<file path="src/rtl/lsu_pkg.sv">
// Shared definitions for the sub-word load/store unit.
// funct3 encodings, FSM state type and the store lane merge.
package lsu_pkg;

  localparam logic [2:0] F3_LB  = 3'b000;
  localparam logic [2:0] F3_LH  = 3'b001;
  localparam logic [2:0] F3_LW  = 3'b010;
  localparam logic [2:0] F3_LBU = 3'b100;
  localparam logic [2:0] F3_LHU = 3'b101;

  typedef enum logic {
    IDLE,
    RMW_WR
  } lsu_state_t;

  function automatic logic [31:0] merge_lane(
    input logic [31:0] word,
    input logic [31:0] wdata,
    input logic        half,
    input logic [1:0]  sel
  );
    logic [31:0] m;
    m = word;
    if (half) begin
      if (sel[1]) m[31:16] = wdata[15:0];
      else        m[15:0]  = wdata[15:0];
    end else begin
      unique case (sel)
        2'd0: m[7:0]   = wdata[7:0];
        2'd1: m[15:8]  = wdata[7:0];
        2'd2: m[23:16] = wdata[7:0];
        2'd3: m[31:24] = wdata[7:0];
      endcase
    end
    return m;
  endfunction

endpackage

</file>
<file path="src/rtl/lsu_load_ext.sv">
// Load lane extraction with sign or zero extension.
// Little-endian; unknown funct3 yields zero.
import lsu_pkg::*;

module lsu_load_ext (
  input  logic [31:0] dout,
  input  logic [2:0]  funct3,
  input  logic [1:0]  sel,
  output logic [31:0] rdata
);

  logic [7:0]  lane_b;
  logic [15:0] lane_h;

  always_comb begin
    lane_b = dout[7:0];
    unique case (sel)
      2'd0: lane_b = dout[7:0];
      2'd1: lane_b = dout[15:8];
      2'd2: lane_b = dout[23:16];
      2'd3: lane_b = dout[31:24];
    endcase
    lane_h = sel[1] ? dout[31:16] : dout[15:0];
  end

  always_comb begin
    rdata = 32'h0;
    case (funct3)
      F3_LB:   rdata = {{24{lane_b[7]}}, lane_b};
      F3_LBU:  rdata = {24'h0, lane_b};
      F3_LH:   rdata = {{16{lane_h[15]}}, lane_h};
      F3_LHU:  rdata = {16'h0, lane_h};
      F3_LW:   rdata = dout;
      default: rdata = 32'h0;
    endcase
  end

endmodule

</file>
<file path="src/rtl/lsu_subword.sv">
// Load/store unit: word-wide memory, byte/half via
// a two-cycle read-modify-write that stalls the core.
import lsu_pkg::*;

module lsu_subword #(
  parameter int ADDR_W = 10
) (
  input  logic              clk,
  input  logic              reset_b,
  input  logic              req_valid,
  input  logic              req_we,
  input  logic [2:0]        req_funct3,
  input  logic [ADDR_W-1:0] req_addr,
  input  logic [31:0]       req_wdata,
  output logic              stall,
  output logic              done,
  output logic              misalign,
  output logic [31:0]       rdata,
  output logic [ADDR_W-1:0] dmem_addr,
  output logic [31:0]       dmem_din,
  output logic              dmem_read,
  output logic              dmem_write,
  input  logic [31:0]       dmem_dout
);

  lsu_state_t  state_q, state_d;
  logic [31:0] merge_q, merge_d;
  logic [31:0] ld_data;
  logic        is_half, is_word;
  logic        bad_f3, fault;

  lsu_load_ext u_ext (
    .dout   (dmem_dout),
    .funct3 (req_funct3),
    .sel    (req_addr[1:0]),
    .rdata  (ld_data)
  );

  assign dmem_addr = {req_addr[ADDR_W-1:2], 2'b00};

  // Stores have no unsigned forms, so 1xx stores fault too.
  always_comb begin
    is_half = (req_funct3[1:0] == 2'b01);
    is_word = (req_funct3 == F3_LW);
    bad_f3  = !(req_funct3 inside {F3_LB, F3_LH, F3_LW,
                                   F3_LBU, F3_LHU});
    if (req_we) bad_f3 = bad_f3 | req_funct3[2];
    fault = bad_f3
          | (is_half & req_addr[0])
          | (is_word & (req_addr[1:0] != 2'b00));
  end

  always_comb begin
    state_d    = state_q;
    merge_d    = merge_q;
    stall      = 1'b0;
    done       = 1'b0;
    misalign   = 1'b0;
    rdata      = 32'h0;
    dmem_din   = 32'h0;
    dmem_read  = 1'b0;
    dmem_write = 1'b0;
    unique case (state_q)
      IDLE: begin
        if (req_valid) begin
          if (fault) begin
            misalign = 1'b1;
            done     = 1'b1;
          end else if (!req_we) begin
            dmem_read = 1'b1;
            done      = 1'b1;
            rdata     = ld_data;
          end else if (is_word) begin
            dmem_write = 1'b1;
            dmem_din   = req_wdata;
            done       = 1'b1;
          end else begin
            dmem_read = 1'b1;
            stall     = 1'b1;
            merge_d   = merge_lane(dmem_dout, req_wdata,
                                   is_half, req_addr[1:0]);
            state_d   = RMW_WR;
          end
        end
      end
      RMW_WR: begin
        dmem_write = 1'b1;
        dmem_din   = merge_q;
        done       = 1'b1;
        state_d    = IDLE;
      end
    endcase
  end

  always_ff @(posedge clk or negedge reset_b) begin
    if (!reset_b) begin
      state_q <= IDLE;
      merge_q <= 32'h0;
    end else begin
      state_q <= state_d;
      merge_q <= merge_d;
    end
  end

endmodule

</file>
<file path="config.mk">
export PLATFORM = sky130hd
export DESIGN_NAME = lsu_subword
export DESIGN_NICKNAME = d
export VERILOG_FILES = /design/src/rtl/lsu_pkg.sv /design/src/rtl/lsu_load_ext.sv /design/src/rtl/lsu_subword.sv
export SDC_FILE = /design/constraint.sdc
export NUM_CORES = 1
export LEC_CHECK = 0
export ABC_AREA = 1
export CAP_MARGIN = 20
export CELL_PAD_IN_SITES_DETAIL_PLACEMENT = 2
export CELL_PAD_IN_SITES_GLOBAL_PLACEMENT = 2
export CORE_UTILIZATION = 21
export DETAILED_ROUTE_END_ITERATION = 7
export GPL_ROUTABILITY_DRIVEN = 0
export PLACE_DENSITY_LB_ADDON = 0.15
export SYNTH_ARGS = -nofsm -noshare
export SYNTH_HDL_FRONTEND = slang
export SYNTH_SLANG_ARGS = --single-unit
</file>
<file path="constraint.sdc">
create_clock -name clk -period 2.7 [get_ports clk]
set_input_delay 0.675 -clock clk [delete_from_list [all_inputs] [get_ports clk]]
set_output_delay 0.675 -clock clk [all_outputs]
set_load 0.02 [all_outputs]
</file>
==> results.cfg <==
[sta]
fin_crit_ns = 2.69
drv_slew = 0
post-route-period-util = 0.995
hold_viol = 0
holdWs_ns = 0.484
finalSetupViolations = 0
fmax_mhz = 372
finClkSkew_ns = 0.00949

[setup_path]
crit_type = in2out
reg2reg_to = merge_q[9]
crit_chain = clkdlybuf4s50_1 -> inv_1 -> o21ai_2 -> o21ai_1 -> nand2_1 -> nand2_1 -> nor2_2 -> buf_4
crit_top_cell = nand2_1
crit_path_top_delay_cell = clkdlybuf4s50_1
r2r_start = state_q
worst-path-buf-inv = 3
crit_required_ns = 2.03
start_kind = input pin
cp_data_arrival_time_ns = 2.01
reg2reg_depth = 7
crit_family = buffers and inverters
critical-path-max-stage-delay_ns = 0.54
r2r_setup_slack_ns = 1.06
cp_max_fo = 2
worstSetupEndpointType = output port

[clocking]
cts-buffers-inserted = 5
hold_buffers = 0
cts_sinks = 33
cts_tree = built
root_buffer = clkbuf_16
cts_buffer_depth = 2
clock_latency_ns = 0.28
path_clk_slew_ns = 0.05
htree_levels = 2

[drt]
drtAntennaViolNets = 0
via_per_inst = 4.75
wl_per_cell_microns = 19.2
drtIter0Drc = 176
drt_first_pass_iters = 4
vias = 6004
totalWireLength_microns = 24300
drc_errors = 0

[pwr]
internal_power_w = 0.00139
power_switching_w = 0.000871
sw_frac_of_total = 0.385
combPwrFrac = 0.458
clkPwrFrac = 0.244
ir_worst_vdd_uv = 222
leakage_nw = 3.73
p_seq_frac = 0.298
pwr_density_cell_nw_per_um2 = 324

[die]
num_io_pins = 160
start_util = 0.217
die-area_sq_um = 20200
num_rows = 50
die_w_microns = 142
die_height_microns = 142
core_area_sq_um = 19000

[synth]
yosys.area.top_type = nand2_1
synth_edf_count = 0
syn-cell-area_sq_um = 4120
synthTopCellsByArea = nand2_1, dfrtp_1, o21ai_0
synth-seq-cells = 33
ys_seq_area_frac = 0.201
synthFlopType = dfrtp_1
synth.top_cell.area_share = 0.326
synth_area_per_cell_sq_um = 5.26
async_flop_share = 1.00
synth.distinct_cells = 26
synth_cells = 783
yosys_warnings = 0

[global_routing]
antenna_found_initial = 0
groute.layer.met3.usage = 0.0199
first_global_vias = 6522
grtUsageTotal = 0.232
grt_max_degree = 49
grt_pass1_wl_microns = 36100
use_met1 = 0.300
use_met2 = 0.405
grt_overflow = 0
top_usage_layer = met2

[job]
maxCapViolCount = 0

[layout]
nets = 1084
antenna_cells = 0
area_growth_pct = 69.5
drive_gt1_frac = 0.286
final_area_sq_um = 6980

[placed_design]
dp_hpwl_microns = 18200
port_buffers = 141
placed_cell_area_sq_um = 6460

[min_path]
hp-start = merge_q[18]
hold_depth = 2
hold_class = reg2reg
holdPathEnd = merge_q[18]

[run_status]
status = finished, final reports clean
[cell usage after synthesis (8+ instances only)]
library cell	number
o21ai_0	77
clkbuf_1	22
nor2_1	57
buf_2	20
inv_1	56
nand3b_1	16
o211ai_1	8
a21oi_1	67
nand3_1	33
buf_4	16
dfrtp_1	33
nand2_1	357
[worst max-delay path by stage]
stage	cells after the start	startpoint	slack, ns	end
2_1_floorplan	9	req_addr[0]	0.11	rdata[10]
3_3_place_gp	10	req_funct3[0]	-0.81	rdata[21]
3_5_place_dp	9	req_funct3[2]	-0.84	rdata[30]
4_1_cts	9	req_funct3[0]	0.002	dmem_din[0]
5_1_grt	12	req_addr[0]	-0.02	rdata[14]
6_report	8	dmem_dout[9]	0.01	rdata[1]
[logic make-up after synthesis]
group / count (synthesis) / synth area share
buf+inv: 122 / 0.138
compound gates: 154 / 0.192
simple gates: 473 / 0.468
flops: 33 / 0.201
other cells: 1 / 0.000911
[power groups by stage]
| stage | Clock, W | Sequential (W) | Combinational [W] |
|---|---|---|---|
| floorplan | 0 | 0.000660 | 0.000475 |
| global placement | 0 | 0.000674 | 0.000911 |
| detailed placement | 0 | 0.000682 | 0.000948 |
| CTS | 0.000570 | 0.000675 | 0.000977 |
| global route | 0.000590 | 0.000690 | 0.00113 |
| finish | 0.000552 | 0.000673 | 0.00104 |
[stage by stage]
stage / setup TNS (ns) / instances / power (W) / setup WS (ns) / utilization
2_1_floorplan: 0 / 784 / 0.00113 / 0.111 / -
3_3_place_gp: -47.75 / 1239 / 0.00159 / -0.805 / 0.341
3_5_place_dp: -50.10 / 1239 / 0.00163 / -0.836 / 0.341
4_1_cts: 0 / 1259 / 0.00222 / 0.00176 / 0.347
5_1_grt: -0.0604 / 1264 / 0.00241 / -0.0247 / 0.368
6_report: 0 / 1264 / 0.00226 / 0.0146 / 0.368
[registers in the layout (all words and copies together) (netlist names)]
register,flops
merge_q,32
state_q,1
[placed cells by master (no fill, tap or decap), types with 22 or more instances in the layout]
cell type        instances
nand2_1                351
buf_4                  137
o21ai_0                 67
clkdlybuf4s50_1         60
a21oi_1                 58
inv_1                   49
dfrtp_1                 33
nand3_1                 32
buf_2                   30
nor2_1                  29
buf_6                   22
[layer usage]
layer,part of all wire,vias up,wire [microns]
li1,-,2896,-
met1,0.45,2921,10900
met2,0.49,154,11800
met3,0.035,33,852
met4,0.029,0,698
met5,0,-,0
[cell type report]
type	count	area [sq um]
flip-flops and latches	33	826
clock inverters	2	10.0
well taps	260	325
fillers	2353	12000
multi-input cells	629	3020
inverters	60	230
clock buffers	6	129
repair buffers	274	2440
[tightest hold or removal path, cell delays in order (launching register included)]
cell and delay [ns]:
dfrtp_1 0.34, nand2_1 0.06, nand2_1 0.06
[repair_timing]
| item | in CTS | in global routing |
|---|---|---|
| endpoints found under the setup margin | 69 | 67 |
| gates cloned | 3 | 3 |
| pin swaps | 9 | 9 |
| buffers inserted | 9 | 2 |
| resized for setup | 352 | 112 |
| hold endpoints to repair | 0 | 0 |
No activity file was read; power rests on OpenSTA's default activity.
